## src/rtl/hack_pkg.sv

```systemverilog
// Shared types, widths and Hack instruction field positions for the controller.
package hack_pkg;

    localparam int unsigned INSTR_W = 16;
    localparam int unsigned CNT_W   = 16;
    localparam int unsigned JUMP_W  = 3;

    // Instruction field positions
    localparam int unsigned BIT_CI  = 15;
    localparam int unsigned BIT_A   = 12;
    localparam int unsigned COMP_HI = 11;
    localparam int unsigned COMP_LO = 6;
    localparam int unsigned DEST_A  = 5;
    localparam int unsigned DEST_D  = 4;
    localparam int unsigned DEST_M  = 3;
    localparam int unsigned JUMP_HI = 2;
    localparam int unsigned JUMP_LO = 0;

    typedef enum logic [1:0] {
        ST_FETCH = 2'd0,
        ST_EXEC  = 2'd1,
        ST_WB    = 2'd2
    } state_e;

    typedef struct packed {
        logic zx;
        logic nx;
        logic zy;
        logic ny;
        logic f;
        logic no;
    } alu_ctrl_t;

    // Extract the ALU control bits from a C-instruction.
    function automatic alu_ctrl_t comp_field(input logic [INSTR_W-1:0] ins);
        return alu_ctrl_t'(ins[COMP_HI:COMP_LO]);
    endfunction

endpackage

```

## src/rtl/hack_ctrl_if.sv

```systemverilog
// Controller <-> instruction memory / ALU / data memory signal bundle.
interface hack_ctrl_if;
    import hack_pkg::*;

    logic               instr_valid;
    logic [INSTR_W-1:0] instruction;
    logic               instr_ready;
    logic               alu_zr;
    logic               alu_ng;
    logic               mem_ready;
    logic               zx;
    logic               nx;
    logic               zy;
    logic               ny;
    logic               f;
    logic               no;
    logic               sel_am;
    logic               a_src_instr;
    logic               load_a;
    logic               load_d;
    logic               write_m;
    logic               pc_load;
    logic               pc_inc;
    logic [CNT_W-1:0]   instret;

    // Controller side
    modport master (
        input  instr_valid, instruction, alu_zr, alu_ng, mem_ready,
        output instr_ready, zx, nx, zy, ny, f, no, sel_am, a_src_instr,
               load_a, load_d, write_m, pc_load, pc_inc, instret
    );

    // Datapath / memory side
    modport slave (
        output instr_valid, instruction, alu_zr, alu_ng, mem_ready,
        input  instr_ready, zx, nx, zy, ny, f, no, sel_am, a_src_instr,
               load_a, load_d, write_m, pc_load, pc_inc, instret
    );

endinterface

```

## src/rtl/hack_jump_unit.sv

```systemverilog
// Combinational jump decision from the jump field and latched ALU flags.
module hack_jump_unit
    import hack_pkg::*;
(
    input  logic [JUMP_W-1:0] j,
    input  logic              zr,
    input  logic              ng,
    output logic              jump
);

    // j[2]=less than zero, j[1]=equal zero, j[0]=greater than zero
    assign jump = (j[2] & ng) | (j[1] & zr) | (j[0] & ~zr & ~ng);

endmodule

```

## src/rtl/hack_ctrl.sv

```systemverilog
// Hack CPU control unit: FETCH -> EXEC -> (WB) sequencing with memory-write handshake.
module hack_ctrl
    import hack_pkg::*;
(
    input  logic        clk,
    input  logic        reset,
    hack_ctrl_if.master bus
);

    state_e             state_q, state_d;
    logic [INSTR_W-1:0] ir_q, ir_d;
    logic               zr_q, zr_d;
    logic               ng_q, ng_d;
    logic [CNT_W-1:0]   instret_q, instret_d;

    logic               is_c_c;
    logic               done_c;
    logic               jump_c;
    logic               retire_c;
    alu_ctrl_t          ctrl_c;
    logic               unused_ir_bits;

    assign is_c_c   = ir_q[BIT_CI];
    assign done_c   = ~ir_q[DEST_M] | bus.mem_ready;
    assign ctrl_c   = comp_field(ir_q);
    assign retire_c = ((state_q == ST_EXEC) && !is_c_c) || ((state_q == ST_WB) && done_c);

    // ir[14:13] carry no meaning for this controller
    assign unused_ir_bits = ^ir_q[14:13];

    hack_jump_unit u_jump (
        .j    (ir_q[JUMP_HI:JUMP_LO]),
        .zr   (zr_q),
        .ng   (ng_q),
        .jump (jump_c)
    );

    // State register
    always_ff @(posedge clk or posedge reset) begin
        if (reset) begin
            state_q <= ST_FETCH;
        end else begin
            state_q <= state_d;
        end
    end

    // Next-state logic
    always_comb begin
        state_d = state_q;
        case (state_q)
            ST_FETCH: if (bus.instr_valid) state_d = ST_EXEC;
            ST_EXEC:  state_d = is_c_c ? ST_WB : ST_FETCH;
            ST_WB:    if (done_c) state_d = ST_FETCH;
            default:  state_d = ST_FETCH;
        endcase
    end

    // Datapath next values: instruction latch, flag capture, retire counter
    always_comb begin
        ir_d      = ir_q;
        zr_d      = zr_q;
        ng_d      = ng_q;
        instret_d = instret_q;
        if ((state_q == ST_FETCH) && bus.instr_valid) begin
            ir_d = bus.instruction;
        end
        if ((state_q == ST_EXEC) && is_c_c) begin
            zr_d = bus.alu_zr;
            ng_d = bus.alu_ng;
        end
        if (retire_c) begin
            instret_d = instret_q + CNT_W'(1);
        end
    end

    // Datapath registers
    always_ff @(posedge clk or posedge reset) begin
        if (reset) begin
            ir_q      <= '0;
            zr_q      <= 1'b0;
            ng_q      <= 1'b0;
            instret_q <= '0;
        end else begin
            ir_q      <= ir_d;
            zr_q      <= zr_d;
            ng_q      <= ng_d;
            instret_q <= instret_d;
        end
    end

    assign bus.instret = instret_q;

    // Output decode; reset forces every control output low immediately
    always_comb begin
        bus.instr_ready = 1'b0;
        bus.zx          = 1'b0;
        bus.nx          = 1'b0;
        bus.zy          = 1'b0;
        bus.ny          = 1'b0;
        bus.f           = 1'b0;
        bus.no          = 1'b0;
        bus.sel_am      = 1'b0;
        bus.a_src_instr = 1'b0;
        bus.load_a      = 1'b0;
        bus.load_d      = 1'b0;
        bus.write_m     = 1'b0;
        bus.pc_load     = 1'b0;
        bus.pc_inc      = 1'b0;
        if (!reset) begin
            case (state_q)
                ST_FETCH: begin
                    bus.instr_ready = 1'b1;
                end
                ST_EXEC: begin
                    if (!is_c_c) begin
                        bus.load_a      = 1'b1;
                        bus.a_src_instr = 1'b1;
                        bus.pc_inc      = 1'b1;
                    end else begin
                        {bus.zx, bus.nx, bus.zy, bus.ny, bus.f, bus.no} = ctrl_c;
                        bus.sel_am = ir_q[BIT_A];
                    end
                end
                ST_WB: begin
                    {bus.zx, bus.nx, bus.zy, bus.ny, bus.f, bus.no} = ctrl_c;
                    bus.sel_am  = ir_q[BIT_A];
                    bus.write_m = ir_q[DEST_M];
                    if (done_c) begin
                        bus.load_a  = ir_q[DEST_A];
                        bus.load_d  = ir_q[DEST_D];
                        bus.pc_load = jump_c;
                        bus.pc_inc  = ~jump_c;
                    end
                end
                default: ;
            endcase
        end
    end

endmodule

```

## src/flat_wrapper.sv

```systemverilog
// flat-port wrapper written by rule: the top's interface ports become plain ports
module hack_ctrl_flat import hack_pkg::*;
  (clk, reset, bus_instr_valid, bus_instruction, bus_alu_zr, bus_alu_ng, bus_mem_ready, bus_instr_ready, bus_zx, bus_nx, bus_zy, bus_ny, bus_f, bus_no, bus_sel_am, bus_a_src_instr, bus_load_a, bus_load_d, bus_write_m, bus_pc_load, bus_pc_inc, bus_instret);
  hack_ctrl_if bus_i ();
  input  logic clk;
  input  logic reset;
  input wire logic [$bits(bus_i.instr_valid)-1:0] bus_instr_valid;
  input wire logic [$bits(bus_i.instruction)-1:0] bus_instruction;
  input wire logic [$bits(bus_i.alu_zr)-1:0] bus_alu_zr;
  input wire logic [$bits(bus_i.alu_ng)-1:0] bus_alu_ng;
  input wire logic [$bits(bus_i.mem_ready)-1:0] bus_mem_ready;
  output wire logic [$bits(bus_i.instr_ready)-1:0] bus_instr_ready;
  output wire logic [$bits(bus_i.zx)-1:0] bus_zx;
  output wire logic [$bits(bus_i.nx)-1:0] bus_nx;
  output wire logic [$bits(bus_i.zy)-1:0] bus_zy;
  output wire logic [$bits(bus_i.ny)-1:0] bus_ny;
  output wire logic [$bits(bus_i.f)-1:0] bus_f;
  output wire logic [$bits(bus_i.no)-1:0] bus_no;
  output wire logic [$bits(bus_i.sel_am)-1:0] bus_sel_am;
  output wire logic [$bits(bus_i.a_src_instr)-1:0] bus_a_src_instr;
  output wire logic [$bits(bus_i.load_a)-1:0] bus_load_a;
  output wire logic [$bits(bus_i.load_d)-1:0] bus_load_d;
  output wire logic [$bits(bus_i.write_m)-1:0] bus_write_m;
  output wire logic [$bits(bus_i.pc_load)-1:0] bus_pc_load;
  output wire logic [$bits(bus_i.pc_inc)-1:0] bus_pc_inc;
  output wire logic [$bits(bus_i.instret)-1:0] bus_instret;
  assign bus_i.instr_valid = bus_instr_valid;
  assign bus_i.instruction = bus_instruction;
  assign bus_i.alu_zr = bus_alu_zr;
  assign bus_i.alu_ng = bus_alu_ng;
  assign bus_i.mem_ready = bus_mem_ready;
  assign bus_instr_ready = bus_i.instr_ready;
  assign bus_zx = bus_i.zx;
  assign bus_nx = bus_i.nx;
  assign bus_zy = bus_i.zy;
  assign bus_ny = bus_i.ny;
  assign bus_f = bus_i.f;
  assign bus_no = bus_i.no;
  assign bus_sel_am = bus_i.sel_am;
  assign bus_a_src_instr = bus_i.a_src_instr;
  assign bus_load_a = bus_i.load_a;
  assign bus_load_d = bus_i.load_d;
  assign bus_write_m = bus_i.write_m;
  assign bus_pc_load = bus_i.pc_load;
  assign bus_pc_inc = bus_i.pc_inc;
  assign bus_instret = bus_i.instret;
  hack_ctrl u_core (.clk(clk), .reset(reset), .bus(bus_i));
endmodule
```

## config.mk

```make
export PLATFORM = sky130hd
export DESIGN_NAME = hack_ctrl_flat
export DESIGN_NICKNAME = d
export VERILOG_FILES = /design/src/rtl/hack_pkg.sv /design/src/rtl/hack_ctrl_if.sv /design/src/rtl/hack_jump_unit.sv /design/src/rtl/hack_ctrl.sv /design/src/flat_wrapper.sv
export SDC_FILE = /design/constraint.sdc
export NUM_CORES = 1
export LEC_CHECK = 0
export CAP_MARGIN = 20
export CORE_MARGIN = 2
export CORE_UTILIZATION = 49
export DETAILED_ROUTE_END_ITERATION = 7
export GPL_TIMING_DRIVEN = 0
export PLACE_DENSITY = 0.84
export SLEW_MARGIN = 10
export SYNTH_ARGS = -nofsm -noshare
export SYNTH_HDL_FRONTEND = slang
export SYNTH_SLANG_ARGS = --single-unit
```

## constraint.sdc

```tcl
create_clock -name clk -period 2.6 [get_ports clk]
set_input_delay 0.26 -clock clk [delete_from_list [all_inputs] [get_ports clk]]
set_output_delay 0.26 -clock clk [all_outputs]
set_load 0.02 [all_outputs]
```

==> key figures, run 1 <==
Route
  • Vias per cell: 5.10
  • Wirelength per Cell: 14.6 um
  • Routed via count: 1177
  • DRT iter0 DRCs: 25
  • Drt pass-1 iters: 4
  • Total routed wirelength: 3370 um
  • DRC: 0
  • DRT antenna net count: 0

Logic synthesis
  • Most frequent cell after synthesis: dfrtp_1
  • Register area share after synthesis: 0.533
  • Cells after Synth: roughly 130
  • Largest cells by area after synthesis: dfrtp_1 (53%), mux2_2 (12%), xnor2_1 (7.7%), nand4_1 (3.9%), and2_1 (3.1%)
  • Syn Area/Cell: 12.4 sq um
  • Synth Register Bits: 34
  • Area share of the largest cell type after synthesis: 0.533
  • Post-synth EDFFs: 0
  • Synth warnings: 0
  • Cell area after synthesis: 0.00160 sq mm
  • Most frequent cells after synthesis: dfrtp_1 (34), mux2_2 (17), xnor2_1 (14)
  • Cell accounting for the most synthesized area: dfrtp_1
  • Ys async rst share: 1.00
  • Unique cell type count in the Yosys netlist: 27
  • Syn nets: 155
  • Top FF cell, synth: dfrtp_1

Clock network
  • Clock root buffer: clkbuf_4
  • CTS Buf Count: 5
  • Clk_lat worst skew: 0.34 ns
  • Clock Pin Slew Worst Setup and Hold Paths: 0.12 ns
  • CTS tree: yes
  • H-Tree Depth: 2
  • Clock sinks: 34
  • Post-CTS Hold Fix Bufs: 0
  • Deepest clock path buffer count: 2

Global routing
  • Largest net degree at the start of global routing: 38
  • GRT met2 Usage: 0.310
  • Vias in the first global route: between 1k and 1.5k
  • GRT busiest layer: met2
  • Tot GR Track Use: 0.195
  • First-pass GRT wire length: 5240 um
  • Met3 GRT Util: 0.0504
  • GRT met1 Usage: 0.259
  • Initial antenna violation count: 0
  • Gr ovfl total: 0

Cells and area
  • Share of cells above drive strength 1: 0.193
  • Fillers: 213
  • Core Util, Final: 0.740
  • Area added between synthesis and finish: 42.6%
  • Antenna cells: 0
  • Final Instance Count excl. Fillers: roughly 230
  • Total Nets Final: 212
  • Design area: 0.00228 sq mm

Floorplan
  • Num ports: 52
  • DIE HEIGHT: 61.1 um
  • Total core area: 0.00308 sq mm
  • Starting density of the core: 0.519
  • DIE AREA: 0.00373 sq mm
  • Die Wd: 61.1 um
  • Cell row count: 20

Timing
  • # setup viols final: 0
  • Final Max Slew Viols: 0
  • Min Tclk post-route: 2.49 ns
  • Max Fclk: 0.401 GHz
  • Worst-margin pin slew: 0.364 ns
  • Final setup skew: 0.00970 ns
  • Final hold violation count: 0
  • Tcrit/Tclk final: 0.959
  • RSZ-0062 raised after global routing: false
  • Slew margin rel.: 0.757
  • TNS Setup: 0 ns

Setup path
  • Worst reg2reg path startpoint: u_core.state_q[0]
  • Crit path max fanout: 4
  • Worst setup SP type: flop
  • Worst Setup Path Type: reg2out
  • Req. time, crit path: around 2.3 ns
  • CP Launch Point: u_core.state_q[0]
  • Reg-to-reg slack, setup: 0.96 ns
  • Setup crit end: bus_load_d
  • Critical path arrival: approximately 2.2 ns
  • Critical path capture point type: primary output
  • Reg2reg end: u_core.bus.instret[1]
  • FF-to-FF path depth: 6

Power and ir drop
  • Power Density: 1010 mW/mm^2
  • Static Leak: 0.953 nW
  • Max rail drop VDD: 873 uV
  • Overall power: ~0.0023 W

Job
  • Maxcap violations: 0

Placement
  • Placed Cells incl. Taps: 222
  • I/O Buffers: 49
  • DP Area: 0.00214 sq mm
  • HPWL Detailed: 2370 um
  • Gp weighted congestion: between 0.7 and 0.8

Hold path
  • Min-delay worst type: in2async

Run status
  • Status: finished clean
-- cells by family (layout without fill, tap and decap cells) --
kind of cell,Yosys count,in the layout,synth area share
flip-flops,34,34,0.533
buffers and inverters,8,66,0.0243
AO/OA/AOI/OAI,8,8,0.0353
AND/OR/NAND/NOR,42,42,0.168
XOR/XNOR,15,15,0.0823
multiplexers,18,18,0.126
adder cells (fa/ha/maj),4,4,0.0313
-- per-layer routing --
layer	part of all wire	wire, um
met5	0	0
met4	0.019	65
met3	0.069	234
met2	0.46	1550
met1	0.45	1520
-- power by group --
group	switching, W	internal, W
sequential	0.000143	0.000717
clock	0.000191	0.000301
combinational	0.000453	0.000487
-- how the worst min path moves through the flow --
stage	to	slack, ns	cells past startpoint	startpoint
final	u_core.ir_q[5]	0.37	2	reset
after global routing	u_core.ir_q[5]	0.39	2	reset
after CTS	u_core.ir_q[7]	0.37	2	reset
after detailed placement	u_core.bus.instret[15]	0.47	1	u_core.bus.instret[15]
after global placement	u_core.bus.instret[15]	0.46	1	u_core.bus.instret[15]
after floorplan	u_core.ng_q	0.41	1	bus_alu_ng
-- final cells by class --
cell class | count | area, sq um | area share
Inverter | 6 | 35.0 | 0.0154
Multi-Input combinational cell | 87 | 718 | 0.315
Timing Repair Buffer | 50 | 495 | 0.218
Buffer | 2 | 16.3 | 0.00714
Clock buffer | 5 | 37.5 | 0.0165
Sequential cell | 34 | 851 | 0.374
Clock inverter | 3 | 68.8 | 0.0302
Tap cell | 44 | 55.1 | 0.0242
-- sequential cells by signal (all words and copies together), names as in the netlist --
register            flops
u_core.bus.instret     16
u_core.state_q          2
u_core.ir_q            14
u_core.ng_q             1
u_core.zr_q             1
-- critical path, cell delays in order (launching register included) --
cell and delay [ns]:
dfrtp_1 0.42, inv_1 0.08, ha_1 0.20, inv_1 0.14, nor4b_1 0.38, clkdlybuf4s50_1 0.67
-- layout by cell type, fill, tap and decap left out, drive strengths merged, types with 2 or more instances in the layout --
cell type / Yosys / final
clkdlybuf4s50: 0 / 47
dfrtp: 34 / 34
mux2: 17 / 17
xnor2: 14 / 14
nand4: 10 / 10
and2: 9 / 9
nand2: 6 / 6
inv: 6 / 5
clkbuf: 0 / 5
a21oi: 5 / 5
ha: 4 / 4
and4: 4 / 4
nand3: 3 / 3
and3: 3 / 3
buf: 2 / 3
nor4b: 2 / 2
nor2: 2 / 2
bufinv: 0 / 2
dlygate4sd2: 0 / 2
o21ai: 2 / 2
clkinv: 0 / 2
-- per-stage QoR --
stage | hold slack [ns] | worst slack (ns)
finish | 0.372 | 0.107
global route | 0.385 | 0.00627
CTS | 0.374 | 0.0482
detailed placement | 0.470 | -0.329
global placement | 0.465 | -0.685
floorplan | 0.410 | 0.690
-- what timing repair did --
item	CTS	global route
pin swaps	1	0
cloned	0	0
buffers inserted	1	0
gates resized for setup	6	2
setup endpoints to repair	9	7
Power figures use the tool's default switching activity.
==> run 2, diff against run 1 <==
--- a/config.mk
+++ b/config.mk
@@ -9,9 +9,11 @@
 export CORE_MARGIN = 2
 export CORE_UTILIZATION = 49
 export DETAILED_ROUTE_END_ITERATION = 7
+export GPL_ROUTABILITY_DRIVEN = 0
 export GPL_TIMING_DRIVEN = 0
 export PLACE_DENSITY = 0.84
 export SLEW_MARGIN = 10
 export SYNTH_ARGS = -nofsm -noshare
 export SYNTH_HDL_FRONTEND = slang
+export SYNTH_HIERARCHICAL = 1
 export SYNTH_SLANG_ARGS = --single-unit
==> run 2 against run 1 <==
Sequential cell count is the same. Total power down 2.4%. Die area is 2.9% higher. Wire length grew 11%. Largest cell class unchanged. Non-clock buffer count is 5 higher. Global-route usage up 2.0 points. Final cell count grew 7.8%. Area after synthesis rose by 3.1%.
==> key figures, run 2 <==
Floorplan
  • DIE HEIGHT: slightly above 60 um
  • Num ports: 52
  • Total core area: between 0.003 and 0.004 sq mm
  • DIE AREA: 0.00384 sq mm
  • Die Wd: approximately 62 um
  • Starting density of the core: 0.501
  • Cell row count: 21

Setup path
  • CP Buf/Inv Count: 2
  • CP cell instances: inv_1 > ha_1 > nand2_1 > nor2_4 > and2_1 > clkdlybuf4s50_1
  • Critical path arrival: 2.20 ns
  • FF-to-FF path depth: 7
  • Slowest CP cell: clkdlybuf4s50_1
  • Family with the most delay on the worst path: buffers and inverters
  • Worst Setup Path Type: reg2out
  • Req. time, crit path: 2.34 ns
  • Max stage delay on crit path: 0.60 ns
  • Levels on crit path: 6
  • Critical path capture point type: primary output
  • Worst setup SP type: flop
  • Crit path max fanout: 7

Logic synthesis
  • Register area share after synthesis: 0.517
  • Cell area after synthesis: 0.00165 sq mm
  • Unique cell type count in the Yosys netlist: 31
  • Synth warnings: 6
  • Syn nets: around 170
  • Ys async rst share: 1.00
  • Most frequent cells after synthesis: dfrtp_1 (34), mux2_2 (17), xnor2_1 (15)
  • Area share of the largest cell type after synthesis: 0.517
  • Post-synth EDFFs: 0
  • Largest cells by area after synthesis: dfrtp_1 (52%), mux2_2 (12%), xnor2_1 (8.0%), ha_1 (4.6%), and2_1 (3.4%)
  • Cell accounting for the most synthesized area: dfrtp_1
  • Syn Area/Cell: 11.8 sq um
  • Cells after Synth: 140
  • Most frequent cell after synthesis: dfrtp_1
  • Top FF cell, synth: dfrtp_1
  • Synth Register Bits: 34

Timing
  • TNS Setup: 0 ns
  • Worst-margin pin slew: 0.491 ns
  • Tcrit/Tclk final: 0.948
  • Fin Hold WS: 0.429 ns
  • Max Fclk: between 0.4 and 0.5 GHz
  • Final setup skew: 0.00599 ns
  • Setup ws final: 0.135 ns
  • # setup viols final: 0
  • Slew margin rel.: 0.671
  • Final Max Slew Viols: 0
  • Min Tclk post-route: 2.46 ns
  • RSZ-0062 raised after global routing: false
  • Final hold violation count: 0

Clock network
  • CTS Buf Count: 5
  • Post-CTS Hold Fix Bufs: 0
  • Clk_lat worst skew: 0.34 ns
  • CTS tree: yes
  • Clock sinks: 34
  • Clock root buffer: clkbuf_4
  • H-Tree Depth: 2
  • Clock Pin Slew Worst Setup and Hold Paths: approximately 0.10 ns
  • Deepest clock path buffer count: 2

Cells and area
  • Multi-input logic area: 776 sq um
  • Commonest non-fill, non-tap cells in the layout: clkdlybuf4s50_1 (45), dfrtp_1 (34), mux2_2 (17)
  • Antenna cells: 0
  • Commonest non-fill, non-tap cell in the layout: clkdlybuf4s50_1
  • Reg area: 851 sq um
  • Area added between synthesis and finish: 43.0%
  • Max reg flops: 16
  • Fillers: 266
  • Design area: roughly 0.0024 sq mm
  • Total Nets Final: 231
  • Share of cells above drive strength 1: 0.207

Route
  • Routed wl met2: 1890 um
  • Length of routed wiring on met1: about 1500 um
  • Drt pass-1 iters: 4
  • Vias per cell: about 5.3
  • Met3 routed WL: 295 um
  • Top layer used by detailed routing: met4
  • Routed via count: approximately 1.3k
  • Total routed wirelength: 3730 um
  • Wirelength per Cell: 15.0 um
  • DRT antenna net count: 0
  • DRC: 0
  • DRT iter0 DRCs: 42

Placement
  • HPWL Detailed: 2780 um
  • I/O Buffers: 49
  • DP Area: 0.00221 sq mm
  • Setup WS pre-CTS: -0.530 ns

Global routing
  • Largest net degree at the start of global routing: 17
  • Vias in the first global route: approximately 1.3k
  • First-pass GRT wire length: 5870 um
  • Gr ovfl total: 0
  • Tot GR Track Use: 0.215
  • Initial antenna violation count: 0

Run status
  • Status: finished clean

Hold path
  • Min-delay worst type: in2async

Power and ir drop
  • Power Density: 950 mW/mm^2
  • Max rail drop VDD: 666 uV
  • Overall power: 0.00224 W
  • Static Leak: slightly above 1 nW

Job
  • Maxcap violations: 0
[run 2: repair_timing]
action	CTS	global route
buffers inserted	0	5
cloned	1	0
pin swaps	0	1
setup endpoints to repair	10	9
gates resized for setup	4	5
[run 2: worst paths after layout]
check / startpoint / end / slack, ns
worst max-delay path: u_core/state_q[1] / bus_no / 0.14
worst min-delay path: reset / u_core/bus.instret[1] / 0.43
worst max register to register: u_core/state_q[1] / u_core/bus.instret[7] / 0.90
worst min register to register: u_core/bus.instret[15] / u_core/bus.instret[15] / 0.50
max in group asynchronous: reset / u_core/state_q[0] / 1.87
min in group clk: u_core/bus.instret[15] / u_core/bus.instret[15] / 0.50
[run 2: final cells by class]
cell class,instances,share of cell area
Buffer,2,0.00691
Sequential cell,34,0.361
Timing Repair inverter,1,0.00213
Multi-Input combinational cell,99,0.329
Inverter,5,0.00956
Clock inverter,1,0.0128
Clock buffer,6,0.0218
Tap cell,46,0.0244
Timing Repair Buffer,55,0.232
[run 2: report_power, final]
part	leakage (nW)	switching, W	internal (W)	total, W
logic	0.554	0.000470	0.000494	0.000964
registers	0.427	0.000157	0.000718	0.000875
clock network	0.0443	0.000173	0.000224	0.000397
[run 2: routing by layer]
layer / track usage / vias to the layer above
met4: 0.0729 / 0
met3: 0.104 / 7
met2: 0.354 / 52
li1: - / 608
met5: 0 / -
met1: 0.245 / 644
[run 2: kinds of logic after synthesis]
family	Yosys count	share of synthesized area
compound gates	8	0.0380
xor+xnor	15	0.0798
mux	18	0.122
fa+ha+maj	6	0.0456
buf+inv	7	0.0213
flops	34	0.517
simple gates	52	0.176
[run 2: per-stage QoR]
step / utilization / cells
after detailed placement: 0.673 / 236
final: 0.717 / 249
after floorplan: - / 140
after global routing: 0.717 / 249
after global placement: 0.668 / 235
after CTS: 0.700 / 244
[run 2: worst register-to-register path, stage by stage (launching register included)]
cell,delay (ns)
dfrtp_1,0.42
inv_1,0.14
ha_1,0.23
nor2b_2,0.21
o2bb2ai_2,0.14
buf_6,0.16
nand4_1,0.15
xnor2_1,0.15
